## config.mk

```make
export PLATFORM = sky130hd
export DESIGN_NAME = button_reader
export DESIGN_NICKNAME = d
export VERILOG_FILES = /design/src/rtl/button_reader_pkg.sv /design/src/rtl/button_debounce_ch.sv /design/src/rtl/button_reader.sv
export SDC_FILE = /design/constraint.sdc
export NUM_CORES = 1
export LEC_CHECK = 0
export CORE_ASPECT_RATIO = 1.1
export CORE_UTILIZATION = 30
export CTS_CLUSTER_DIAMETER = 50
export DETAILED_ROUTE_END_ITERATION = 10
export PLACE_DENSITY_LB_ADDON = 0.12
export RECOVER_POWER = 50
export SYNTH_ARGS = -nofsm -noshare
export SYNTH_HDL_FRONTEND = slang
export SYNTH_SLANG_ARGS = --single-unit
```

## constraint.sdc

```tcl
create_clock -name clk -period 2 [get_ports clk]
set_input_delay 0.3 -clock clk [delete_from_list [all_inputs] [get_ports clk]]
set_output_delay 0.3 -clock clk [all_outputs]
set_load 0.01 [all_outputs]
```

## src/rtl/button_reader_pkg.sv

```systemverilog
// -----------------------------------------------------------------------------
// button_reader_pkg
//   Shared definitions for the push-button reader: the per-channel debounce
//   FSM state type, the 1 ms tick divisor derived from the clock frequency,
//   and a helper that sizes counters for a given maximum value.
// -----------------------------------------------------------------------------
package button_reader_pkg;

  // Per-channel debounce states.
  typedef enum logic [1:0] {
    REL        = 2'd0,
    PRESS_WAIT = 2'd1,
    PRESSED    = 2'd2,
    REL_WAIT   = 2'd3
  } btn_state_t;

  // Number of system clock cycles per 1 ms tick.
  function automatic int tick_div(input int clk_hz);
    return clk_hz / 1000;
  endfunction

  // Bits needed to hold values 0..max_val (at least one bit).
  function automatic int cnt_width(input int max_val);
    return (max_val < 1) ? 1 : $clog2(max_val + 1);
  endfunction

endpackage

```

## src/rtl/button_debounce_ch.sv

```systemverilog
// -----------------------------------------------------------------------------
// button_debounce_ch
//   One push-button channel: 2-flop synchroniser for the raw active-low pin,
//   debounce FSM counting shared 1 ms ticks, registered press/release pulses
//   and debounced level, plus an optional long-press hold counter.
//
//   Optional feature: define BTN_LONGPRESS_EN to build the hold counter and
//   drive long_pulse; otherwise long_pulse is tied to 0.
//
// Ports
//   clk           in   system clock
//   reset         in   synchronous, active-high reset
//   btn_n         in   raw button pin, asynchronous, active-low
//   tick          in   1-cycle 1 ms timebase pulse
//   btn_level     out  debounced level, 1 = pressed
//   press_pulse   out  1-cycle pulse when a press is accepted
//   release_pulse out  1-cycle pulse when a release is accepted
//   long_pulse    out  1-cycle pulse once a press has been held LONG_MS ticks
// -----------------------------------------------------------------------------
module button_debounce_ch
  import button_reader_pkg::*;
#(
  parameter int DEBOUNCE_MS = 10,
  parameter int LONG_MS     = 1000
) (
  input  logic clk,
  input  logic reset,
  input  logic btn_n,
  input  logic tick,
  output logic btn_level,
  output logic press_pulse,
  output logic release_pulse,
  output logic long_pulse
);

  // Elaboration-time sanity checks on the timing parameters.
  if (DEBOUNCE_MS < 1) begin : g_bad_debounce
    $error("button_debounce_ch: DEBOUNCE_MS must be at least 1");
  end
  if (LONG_MS <= DEBOUNCE_MS) begin : g_bad_long
    $error("button_debounce_ch: LONG_MS must exceed DEBOUNCE_MS");
  end

  localparam int             DW       = cnt_width(DEBOUNCE_MS);
  // Acceptance happens on the tick that would take dcnt to DEBOUNCE_MS, so
  // the counter itself never needs to hold more than DEBOUNCE_MS-1.
  localparam logic [DW-1:0]  DEB_LAST = DW'(DEBOUNCE_MS - 1);

  logic [1:0]  sync_ff;
  logic        s;
  btn_state_t  state, state_nxt;
  logic [DW-1:0] dcnt, dcnt_nxt;
  logic        press_nxt, release_nxt;

  // Synchroniser loads "released" on reset so no spurious press follows.
  always_ff @(posedge clk) begin
    if (reset) begin
      sync_ff <= 2'b11;
    end else begin
      sync_ff <= {sync_ff[0], btn_n};
    end
  end

  assign s = ~sync_ff[1];

  // Next-state logic. An input change always takes priority over a tick
  // arriving in the same cycle, so bounces restart the count cleanly.
  always_comb begin
    state_nxt   = state;
    dcnt_nxt    = dcnt;
    press_nxt   = 1'b0;
    release_nxt = 1'b0;
    case (state)
      REL: begin
        if (s) begin
          state_nxt = PRESS_WAIT;
          dcnt_nxt  = '0;
        end
      end
      PRESS_WAIT: begin
        if (!s) begin
          state_nxt = REL;
        end else if (tick) begin
          if (dcnt >= DEB_LAST) begin
            state_nxt = PRESSED;
            press_nxt = 1'b1;
          end else begin
            dcnt_nxt = dcnt + 1'b1;
          end
        end
      end
      PRESSED: begin
        if (!s) begin
          state_nxt = REL_WAIT;
          dcnt_nxt  = '0;
        end
      end
      REL_WAIT: begin
        if (s) begin
          state_nxt = PRESSED;
        end else if (tick) begin
          if (dcnt >= DEB_LAST) begin
            state_nxt   = REL;
            release_nxt = 1'b1;
          end else begin
            dcnt_nxt = dcnt + 1'b1;
          end
        end
      end
      default: begin
        state_nxt = REL;
        dcnt_nxt  = '0;
      end
    endcase
  end

  // Level follows the accepted state; a pending release still reads pressed.
  always_ff @(posedge clk) begin
    if (reset) begin
      state         <= REL;
      dcnt          <= '0;
      btn_level     <= 1'b0;
      press_pulse   <= 1'b0;
      release_pulse <= 1'b0;
    end else begin
      state         <= state_nxt;
      dcnt          <= dcnt_nxt;
      btn_level     <= (state_nxt == PRESSED) || (state_nxt == REL_WAIT);
      press_pulse   <= press_nxt;
      release_pulse <= release_nxt;
    end
  end

`ifdef BTN_LONGPRESS_EN
  localparam int            HW       = cnt_width(LONG_MS);
  localparam logic [HW-1:0] HOLD_MAX = HW'(LONG_MS);

  logic [HW-1:0] hold_cnt;
  logic          long_q;

  // Hold counter restarts on each accepted press and keeps running through
  // release bounces; saturation guarantees a single long pulse per press.
  always_ff @(posedge clk) begin
    if (reset) begin
      hold_cnt <= '0;
      long_q   <= 1'b0;
    end else begin
      long_q <= 1'b0;
      if (press_nxt) begin
        hold_cnt <= '0;
      end else if ((state == PRESSED || state == REL_WAIT) && tick &&
                   (hold_cnt != HOLD_MAX)) begin
        hold_cnt <= hold_cnt + 1'b1;
        long_q   <= (hold_cnt == HOLD_MAX - 1'b1);
      end
    end
  end

  assign long_pulse = long_q;
`else
  assign long_pulse = 1'b0;
`endif

endmodule

```

## src/rtl/button_reader.sv

```systemverilog
// -----------------------------------------------------------------------------
// button_reader
//   Samples the active-low board push buttons, synchronises and debounces each
//   one, and produces clean levels and 1-cycle press/release/long-press pulses.
//   Holds the shared free-running 1 ms tick divider.
//
//   Optional feature: define BTN_LONGPRESS_EN to enable long-press detection;
//   without it long_pulse stays 0.
//
// Ports
//   clk           in   system clock (CLK_HZ)
//   reset         in   synchronous, active-high reset
//   btn_n         in   [NUM_BTN] raw button pins, active-low
//   btn_level     out  [NUM_BTN] debounced level, 1 = pressed
//   press_pulse   out  [NUM_BTN] 1-cycle press-accepted pulse
//   release_pulse out  [NUM_BTN] 1-cycle release-accepted pulse
//   long_pulse    out  [NUM_BTN] 1-cycle long-press pulse
//   tick_1ms      out  1-cycle pulse every CLK_HZ/1000 cycles
// -----------------------------------------------------------------------------
module button_reader
  import button_reader_pkg::*;
#(
  parameter int NUM_BTN     = 2,
  parameter int CLK_HZ      = 48000000,
  parameter int DEBOUNCE_MS = 10,
  parameter int LONG_MS     = 1000
) (
  input  logic               clk,
  input  logic               reset,
  input  logic [NUM_BTN-1:0] btn_n,
  output logic [NUM_BTN-1:0] btn_level,
  output logic [NUM_BTN-1:0] press_pulse,
  output logic [NUM_BTN-1:0] release_pulse,
  output logic [NUM_BTN-1:0] long_pulse,
  output logic               tick_1ms
);

  localparam int            TICK_DIV = tick_div(CLK_HZ);
  localparam int            TW       = cnt_width(TICK_DIV - 1);
  localparam logic [TW-1:0] DIV_LAST = TW'(TICK_DIV - 1);

  logic [TW-1:0] div_cnt;

  // Tick is registered: it is high in the cycle the divider has just
  // wrapped back to 0.
  always_ff @(posedge clk) begin
    if (reset) begin
      div_cnt  <= '0;
      tick_1ms <= 1'b0;
    end else if (div_cnt == DIV_LAST) begin
      div_cnt  <= '0;
      tick_1ms <= 1'b1;
    end else begin
      div_cnt  <= div_cnt + 1'b1;
      tick_1ms <= 1'b0;
    end
  end

  for (genvar i = 0; i < NUM_BTN; i++) begin : g_ch
    button_debounce_ch #(
      .DEBOUNCE_MS (DEBOUNCE_MS),
      .LONG_MS     (LONG_MS)
    ) u_ch (
      .clk           (clk),
      .reset         (reset),
      .btn_n         (btn_n[i]),
      .tick          (tick_1ms),
      .btn_level     (btn_level[i]),
      .press_pulse   (press_pulse[i]),
      .release_pulse (release_pulse[i]),
      .long_pulse    (long_pulse[i])
    );
  end

endmodule

```

==> results of run 1 <==
[report_power, final]
group / total [mW] / internal, mW / switching [mW]
Combinational: 0.0465 / 0.0179 / 0.0286
Sequential: 0.795 / 0.786 / 0.00887
Clock: 0.517 / 0.244 / 0.273
[per-layer routing]
metal / wire length [um] / vias to the layer above / track usage
met4: 45 / 0 / 0.0623
met1: 1520 / 637 / 0.145
li1: - / 660 / -
met2: 1660 / 12 / 0.213
met5: 0 / - / 0
met3: 65 / 4 / 0.0294
[area by class of cell]
| class | instances | area (um2) |
|---|---|---|
| clock buffers | 6 | 72.6 |
| clock inverters | 2 | 12.5 |
| fillers | 600 | 3530 |
| inverters | 5 | 18.8 |
| multi-input cells | 133 | 842 |
| flip-flops and latches | 39 | 781 |
| well taps | 75 | 93.8 |
| repair buffers | 12 | 110 |
[worst max-delay path by stage]
stage	slack, ns	from	endpoint
after floorplan	0.48	g_ch[0].u_ch.dcnt[1]$_SDFFE_PP0P_	g_ch[0].u_ch.dcnt[1]$_SDFFE_PP0P_
after global placement	0.30	g_ch[1].u_ch.dcnt[1]$_SDFFE_PP0P_	g_ch[1].u_ch.dcnt[1]$_SDFFE_PP0P_
after detailed placement	0.26	g_ch[1].u_ch.dcnt[1]$_SDFFE_PP0P_	g_ch[1].u_ch.dcnt[1]$_SDFFE_PP0P_
after CTS	0.23	g_ch[1].u_ch.dcnt[1]$_SDFFE_PP0P_	g_ch[1].u_ch.dcnt[1]$_SDFFE_PP0P_
after global routing	0.02	g_ch[1].u_ch.dcnt[1]$_SDFFE_PP0P_	g_ch[1].u_ch.dcnt[1]$_SDFFE_PP0P_
final	0.20	g_ch[1].u_ch.dcnt[1]$_SDFFE_PP0P_	g_ch[1].u_ch.dcnt[1]$_SDFFE_PP0P_
[layout by cell type, fill, tap and decap left out, types with 3 or more instances in the layout]
cell             synthesis  layout
or3_1                    4       4
xor2_1                  11      11
and3_1                   4       4
xnor2_1                  3       3
clkbuf_8                 0       5
nand2_1                 17      17
nor3b_1                  4       4
nand3b_1                 4       4
inv_1                    5       5
nor3_1                   5       5
clkdlybuf4s50_1          0       3
and2_1                   3       3
or2_2                    6       6
a21oi_1                  8       8
ha_1                     7       7
dlygate4sd3_1            0       7
nor2_1                  14      14
a31oi_1                  8       8
nand4_1                  9       9
nand3_1                  7       8
dfxtp_1                 39      39
o21ai_0                  3       3
[metrics by stage]
| step | utilization | setup WS [ns] | std cells | total power, mW |
|---|---|---|---|---|
| 2_1_floorplan | - | 0.475 | 192 | 0.846 |
| 3_3_place_gp | 0.340 | 0.302 | 264 | 0.860 |
| 3_5_place_dp | 0.340 | 0.261 | 264 | 0.862 |
| 4_1_cts | 0.355 | 0.227 | 272 | 1.38 |
| 5_1_grt | 0.353 | 0.0179 | 272 | 1.42 |
| 6_report | 0.353 | 0.203 | 272 | 1.36 |
[logic make-up (layout without fill, tap and decap cells)]
group / count (synthesis) / after routing / share of synthesized area
compound gates: 25 / 25 / 0.0872
xor+xnor: 14 / 14 / 0.0706
fa+ha+maj: 7 / 7 / 0.0504
buf+inv: 20 / 25 / 0.0648
flops: 39 / 39 / 0.450
other cells: 1 / 2 / 0.00216
simple gates: 85 / 85 / 0.275
[worst max-delay path: cells and delay by family (launching register included)]
family | cells | cell delay [ns]
flops | 1 | 0.40
fa+ha+maj | 1 | 0.18
simple gates | 2 | 0.54
compound gates | 2 | 0.51
buf+inv | 1 | 0.09
[cells in the mapped netlist (all sizes together)]
cell    number
nand4       10
nand3b       4
or3          4
and3         4
nand3        8
clkbuf       5
o211ai       2
o21bai       1
ha           7
inv          5
xor2        11
nand2       17
buf         10
nor4b        1
or3b         2
nor3         5
nor3b        4
o21ai        4
dfxtp       39
nor4         2
or2          6
nor2        14
and4         1
a21boi       2
conb         1
and2         3
xnor2        3
a21oi        8
a31oi        8
[flip-flops by register name, summed over array words and instances (netlist names)]
signal	cells
div_cnt	16
g_ch.u_ch.dcnt	8
g_ch.u_ch.state	4
g_ch.u_ch.sync_ff	4
g_ch.u_ch.btn_level	2
g_ch.u_ch.press_pulse	2
g_ch.u_ch.release_pulse	2
tick_1ms	1
==> results.sh, run 1 <==
export IMPL_status="finished, final reports clean"
export IMPL_place_congestion=0.752
export IMPL_crit_arrival_ns=2.01
export IMPL_h_tree_depth=2
export IMPL_die_y_um=81.8
export IMPL_clk_latency_ns=0.28
export IMPL_reg2regPathDepth=6
export IMPL_grt_max_degree=24
export IMPL_io_buffer_count=10
export IMPL_clockBufferDepth=2
export IMPL_critPathMaxFanout=5
export IMPL_die_w_um=74.5
export IMPL_fmax_mhz=556
export IMPL_grt_pass1_wl_um=5750
export IMPL_finalInstanceArea_um2=1930
export IMPL_dp_hpwl_um=2330
export IMPL_initial_core_util=0.318
export IMPL_yosysUniqueCellTypes=32
export IMPL_worstPathCellList="inv_1 > ha_1 > or3b_1 > a21boi_1 > nand4_1 > a31oi_1"
export IMPL_skew_ns=0.00532
export IMPL_drc=0
export IMPL_hold_viol=0
export IMPL_peakVddDrop_mv=0.259
export IMPL_antenna_found_initial=0
export IMPL_core_area_um2=5470
export IMPL_yosysWarnings=0
export IMPL_clock_sinks=39
export IMPL_post_dp_cell_area_um2=1860
export IMPL_path_class="flop to flop"
export IMPL_synth_top_cell_area_share=0.450
export IMPL_layout_drive_gt1_share=0.0863
export IMPL_synth_top_area_cell="dfxtp_1"
export IMPL_die_area_um2=6100
export IMPL_grt_pass1_vias=1296
export IMPL_cp_end_kind="flop"
export IMPL_cts_root_buf="clkbuf_8"
export IMPL_slew_viol_final=0
export IMPL_powerDensity_nw_per_um2=703
export IMPL_whs_ns=0.412
export IMPL_viasPerCell=4.83
export IMPL_track_usage=0.125
export IMPL_numCtsBuffers=5
export IMPL_post_cts_resized=0
export IMPL_netlist_instances=191
export IMPL_setup_tns_ns=0
export IMPL_yosys_register_bits=39
export IMPL_seq_area_frac_synth=0.450
export IMPL_ant_nets=0
export IMPL_reg2reg_to="g_ch[1].u_ch.dcnt[1]$_SDFFE_PP0P_"
export IMPL_syn_cell_area_um2=1740
export IMPL_tritoncts="yes"
export IMPL_hold_path_startpoint="g_ch[0].u_ch.sync_ff[0]$_SDFF_PP1_"
export IMPL_cp_start_kind="flop"
export IMPL_firstDrtPassIters=4
export IMPL_nets=207
export IMPL_critPathMaxStageDelay_ns=0.40
export IMPL_grt_overflow_total=0
export IMPL_grt_setup_unrepaired="no"
export IMPL_reg2reg_from="g_ch[1].u_ch.dcnt[1]$_SDFFE_PP0P_"
export IMPL_ioPinCount=13
export IMPL_worstHoldEndpoint="g_ch[0].u_ch.sync_ff[1]$_SDFF_PP1_"
export IMPL_hold_depth=1
export IMPL_num_vias=1313
export IMPL_cp_slowest_cell="dfxtp_1"
export IMPL_period_share=0.899
export IMPL_post_drt_wl_per_cell_um=12.1
export IMPL_cts_setup_buffers=0
export IMPL_cts_hold_buf=0
export IMPL_n_antenna_cell=0
export IMPL_setup_viol=0
export IMPL_hp_class="flop to flop"
export IMPL_drt_iter0_drc=81
export IMPL_netlist_top_cells_area="dfxtp_1 45%, xor2_1 5.5%, ha_1 5.0%, buf_4 4.3%, nand2_1 3.7%"
export IMPL_cp_data_required_time_ns=2.21
export IMPL_wl_um=3300
export IMPL_rows=28
export IMPL_drv_cap=0
export IMPL_ff2ff_setup_slack_ns=0.20
export IMPL_post_synth_cell_area_avg_um2=9.09
export IMPL_path_clk_slew_ns=0.08
export IMPL_min_period_ns=1.80
export IMPL_area_delta_synth_final_pct=11.2
export IMPL_p_leak_nw=0.696
(Power assumes the default switching activity.)
==> inputs of run 2 (changes only) <==
--- a/config.mk
+++ b/config.mk
@@ -5,6 +5,8 @@
 export SDC_FILE = /design/constraint.sdc
 export NUM_CORES = 1
 export LEC_CHECK = 0
+export CELL_PAD_IN_SITES_DETAIL_PLACEMENT = 2
+export CELL_PAD_IN_SITES_GLOBAL_PLACEMENT = 2
 export CORE_ASPECT_RATIO = 1.1
 export CORE_UTILIZATION = 30
 export CTS_CLUSTER_DIAMETER = 50
==> run 2 against run 1 <==
Effect of this change: sequential power is essentially flat; sequential share of layout area shrank 0.36 points; utilization grew 0.32 points; setup slack gained 0.021 ns; register-to-register slack gained 0.02 ns; fmax grew 1.2%; cell count grew 0.74%; total power grew 0.54%; global-route usage grew 2.7 points; clock power is essentially flat; highest routed layer unchanged.
==> results.sh, run 2 (same netlist as run 1, synthesis figures left out) <==
export IMPL_crit_arrival_ns=1.99
export IMPL_path_class="flop to flop"
export IMPL_grt_pass1_wl_um=6870
export IMPL_drc=0
export IMPL_setup_viol=0
export IMPL_clock_sinks=39
export IMPL_setup_tns_ns=0
export IMPL_fmax_mhz=563
export IMPL_p_leak_nw=0.703
export IMPL_track_usage=0.152
export IMPL_reg_top3="div_cnt: 16 flops, g_ch.u_ch.dcnt: 8 flops"
export IMPL_largest_register_ffs=16
export IMPL_final_cell_mix="39 x dfxtp_1, 17 x nand2_1, 14 x nor2_1, 11 x xor2_1, 9 x nand4_1"
export IMPL_numCtsBuffers=5
export IMPL_ioPinCount=13
export IMPL_dp_hpwl_um=3010
export IMPL_core_area_um2=5470
export IMPL_antenna_found_initial=0
export IMPL_layout_commonest_cell="dfxtp_1"
export IMPL_skew_ns=0.00535
export IMPL_rows=28
export IMPL_num_vias=1334
export IMPL_powerDensity_nw_per_um2=701
export IMPL_die_area_um2=6100
export IMPL_viasPerCell=4.87
export IMPL_wl_um=4030
export IMPL_clockBufferDepth=2
export IMPL_grt_overflow_total=0
export IMPL_area_delta_synth_final_pct=12.2
export IMPL_drt_iter0_drc=52
export IMPL_min_period_ns=1.78
export IMPL_grt_pass1_vias=1432
export IMPL_cp_start_kind="flop"
export IMPL_firstDrtPassIters=3
export IMPL_io_buffer_count=10
export IMPL_die_y_um=81.8
export IMPL_peakVddDrop_mv=0.237
export IMPL_critPathMaxFanout=5
export IMPL_grt_setup_unrepaired="no"
export IMPL_cp_data_required_time_ns=2.22
export IMPL_hp_class="flop to flop"
export IMPL_cts_hold_buf=0
export IMPL_n_antenna_cell=0
export IMPL_slew_headroom=0.568
export IMPL_worstMarginPinSlew_ns=0.648
export IMPL_p_total_mw=1.37
export IMPL_clk_latency_ns=0.29
export IMPL_die_w_um=74.5
export IMPL_status="finished, final reports clean"
export IMPL_post_drt_wl_per_cell_um=14.7
export IMPL_drv_cap=0
export IMPL_path_clk_slew_ns=0.08
export IMPL_tritoncts="yes"
export IMPL_nets=209
export IMPL_place_congestion=0.733
export IMPL_slew_viol_final=0
export IMPL_period_share=0.888
export IMPL_layout_drive_gt1_share=0.0955
export IMPL_cp_end_kind="flop"
export IMPL_top_register="div_cnt"
export IMPL_ant_nets=0
export IMPL_h_tree_depth=2
export IMPL_hold_viol=0
export IMPL_cts_root_buf="clkbuf_8"
export IMPL_grt_max_degree=16
export IMPL_initial_core_util=0.318
run 2: repair_timing:
action	4_1_cts	5_1_grt
buffers inserted	0	0
endpoints found under the setup margin	0	1
gates resized for setup	0	1
run 2: metrics by stage:
step | utilization | hold slack, ns | cell area (um2) | worst slack, ns | instances
6_report | 0.356 | 0.431 | 1950 | 0.224 | 274
5_1_grt | 0.356 | 0.439 | 1950 | 0.0528 | 274
4_1_cts | 0.358 | 0.434 | 1960 | 0.202 | 274
3_5_place_dp | 0.342 | 0.415 | 1870 | 0.227 | 266
3_3_place_gp | 0.342 | 0.396 | 1870 | 0.376 | 266
2_1_floorplan | - | 0.389 | 1740 | 0.475 | 192
run 2: final timing paths:
kind                                                      endpoint  slack, ns  cells after the start                          startpoint
worst max-delay path             g_ch[0].u_ch.dcnt[1]$_SDFFE_PP0P_       0.22                      6   g_ch[0].u_ch.dcnt[1]$_SDFFE_PP0P_
worst max register to register   g_ch[0].u_ch.dcnt[1]$_SDFFE_PP0P_       0.22                      6   g_ch[0].u_ch.dcnt[1]$_SDFFE_PP0P_
worst min-delay path            g_ch[0].u_ch.sync_ff[1]$_SDFF_PP1_       0.43                      1  g_ch[0].u_ch.sync_ff[0]$_SDFF_PP1_
worst min register to register  g_ch[0].u_ch.sync_ff[1]$_SDFF_PP1_       0.43                      1  g_ch[0].u_ch.sync_ff[0]$_SDFF_PP1_
run 2: area by class of cell:
type | instances | area, um2
clock inverter | 2 | 12.5
sequential | 39 | 781
timing repair buffer | 14 | 124
multi-input combinational | 133 | 846
inverter | 5 | 18.8
clock buffer | 6 | 72.6
tap | 75 | 93.8
fill | 620 | 3520
run 2: power by group:
group	internal [mW]	switching, mW	total (mW)	leakage [nW]
Clock	0.244	0.276	0.520	0.0412
Sequential	0.786	0.00927	0.795	0.316
Combinational	0.0198	0.0309	0.0507	0.346
Total	1.05	0.316	1.37	0.703
run 2: routing by layer:
metal,track usage,wire [um],vias to the layer above
li1,-,-,666
met1,0.170,1710,647
met2,0.270,2150,14
met3,0.0368,97,7
met4,0.0679,72,0
met5,0,0,-
run 2: worst max-delay path, stage by stage, from the launching register on:
cell and delay [ns]:
dfxtp_1 0.40, inv_1 0.09, ha_1 0.19, or3b_1 0.37, a21boi_1 0.33, nand4_1 0.15
a31oi_1 0.18
==> inputs of run 3 (changes only) <==
--- a/config.mk
+++ b/config.mk
@@ -8,7 +8,7 @@
 export CELL_PAD_IN_SITES_DETAIL_PLACEMENT = 2
 export CELL_PAD_IN_SITES_GLOBAL_PLACEMENT = 2
 export CORE_ASPECT_RATIO = 1.1
-export CORE_UTILIZATION = 30
+export CORE_UTILIZATION = 36
 export CTS_CLUSTER_DIAMETER = 50
 export DETAILED_ROUTE_END_ITERATION = 10
 export PLACE_DENSITY_LB_ADDON = 0.12
==> run 3 against run 2 <==
Effect of this change: flip-flop and latch count stayed put; count of clock-buffer cells in the layout stayed put; critical path depth stayed put; register-to-register slack hardly changed; critical endpoint is now g_ch[0].u_ch.dcnt[0]$_SDFFE_PP0P_; highest routed layer unchanged.
==> results.sh, run 3 (same netlist as run 1, synthesis figures left out) <==
export IMPL_place_congestion=0.729
export IMPL_cts_setup_buffers=0
export IMPL_grt_setup_unrepaired="no"
export IMPL_fillers=533
export IMPL_place_inst=246
export IMPL_setup_viol=0
export IMPL_io_buffer_count=10
export IMPL_min_period_ns=1.79
export IMPL_dp_hpwl_um=2850
export IMPL_largest_register_ffs=16
export IMPL_grt_pass1_wl_um=6330
export IMPL_numCtsBuffers=5
export IMPL_layout_commonest_cell="dfxtp_1"
export IMPL_layout_drive_gt1_share=0.0909
export IMPL_cp_start_kind="flop"
export IMPL_reg_top3="div_cnt: 16 flops, g_ch.u_ch.dcnt: 8 flops"
export IMPL_peakVddDrop_mv=0.372
export IMPL_critPathMaxFanout=6
export IMPL_grt_overflow_total=0
export IMPL_period_share=0.893
export IMPL_path_clk_slew_ns=0.08
export IMPL_grt_pass1_vias=1359
export IMPL_post_cts_resized=0
export IMPL_crit_arrival_ns=2.00
export IMPL_firstDrtPassIters=3
export IMPL_cts_root_buf="clkbuf_8"
export IMPL_antenna_found_initial=0
export IMPL_stdcell_count=254
export IMPL_hold_viol=0
export IMPL_drt_iter0_drc=58
export IMPL_post_drt_wl_per_cell_um=15.3
export IMPL_num_vias=1333
export IMPL_p_total_mw=1.52
export IMPL_top_register="div_cnt"
export IMPL_track_usage=0.170
export IMPL_die_w_um=68.2
export IMPL_initial_core_util=0.373
export IMPL_final_cell_mix="39 x dfxtp_1, 17 x nand2_1, 14 x nor2_1, 11 x xor2_1, 9 x nand4_1"
export IMPL_clockBufferDepth=2
export IMPL_core_area_um2=4650
export IMPL_status="finished, final reports clean"
export IMPL_drc=0
export IMPL_rows=26
export IMPL_clk_latency_ns=0.29
export IMPL_fmax_mhz=560
export IMPL_viasPerCell=5.25
export IMPL_ant_nets=0
export IMPL_hp_class="flop to flop"
export IMPL_nets=208
export IMPL_ioPinCount=13
export IMPL_skew_ns=0.00562
export IMPL_h_tree_depth=2
export IMPL_tritoncts="yes"
export IMPL_powerDensity_nw_per_um2=782
export IMPL_setup_tns_ns=0
export IMPL_cp_end_kind="flop"
export IMPL_path_class="flop to flop"
export IMPL_die_area_um2=5110
export IMPL_clock_sinks=39
export IMPL_area_delta_synth_final_pct=12.0
export IMPL_wl_um=3890
export IMPL_cp_data_required_time_ns=2.21
export IMPL_grt_max_degree=16
export IMPL_p_leak_nw=0.718
export IMPL_slew_headroom=0.623
export IMPL_worstMarginPinSlew_ns=0.565
export IMPL_n_antenna_cell=0
export IMPL_drv_cap=0
export IMPL_die_y_um=74.8
export IMPL_cts_hold_buf=0
export IMPL_whs_ns=0.421
export IMPL_slew_viol_final=0
[run 3: layer usage]
metal	vias to the layer above	share of wire	wire length, um	global-route usage
met2	15	0.52	2020	0.297
met5	-	0	0	0
met3	5	0.027	104	0.0515
met1	649	0.45	1740	0.194
met4	0	0.0092	36	0.0556
li1	664	-	-	-
[run 3: report_power, final]
group	internal, mW	switching, mW
clock network	0.404	0.274
logic	0.0190	0.0296
registers	0.786	0.00932
total	1.21	0.313
[run 3: worst paths after layout]
| kind | start | end | slack, ns | cells after the start |
|---|---|---|---|---|
| worst max-delay path | g_ch[0].u_ch.dcnt[0]$_SDFFE_PP0P_ | g_ch[0].u_ch.dcnt[0]$_SDFFE_PP0P_ | 0.21 | 6 |
| worst max register to register | g_ch[0].u_ch.dcnt[0]$_SDFFE_PP0P_ | g_ch[0].u_ch.dcnt[0]$_SDFFE_PP0P_ | 0.21 | 6 |
| worst min-delay path | g_ch[0].u_ch.sync_ff[0]$_SDFF_PP1_ | g_ch[0].u_ch.sync_ff[1]$_SDFF_PP1_ | 0.42 | 1 |
| worst min register to register | g_ch[0].u_ch.sync_ff[0]$_SDFF_PP1_ | g_ch[0].u_ch.sync_ff[1]$_SDFF_PP1_ | 0.42 | 1 |
[run 3: through the flow]
step	util	instance area, um2	setup slack, ns
after global placement	0.395	1840	0.389
after floorplan	-	1740	0.475
after CTS	0.421	1960	0.197
final	0.418	1950	0.213
after global routing	0.418	1950	0.0402
after detailed placement	0.395	1840	0.239
[run 3: critical path: stages, from the launching register on]
cell	delay, ns
dfxtp_1	0.38
inv_1	0.12
ha_1	0.16
or3b_1	0.37
a21boi_1	0.33
nand4_1	0.15
a31oi_1	0.20
[run 3: final cells by class]
class / instances / area [um2] / share of cell area
Clock buffer: 6 / 82.6 / 0.0424
Clock inverter: 2 / 35.0 / 0.0180
Inverter: 5 / 18.8 / 0.00965
Multi-Input combinational cell: 133 / 842 / 0.433
Sequential cell: 39 / 781 / 0.401
Tap cell: 56 / 70.1 / 0.0360
Timing Repair Buffer: 13 / 116 / 0.0598
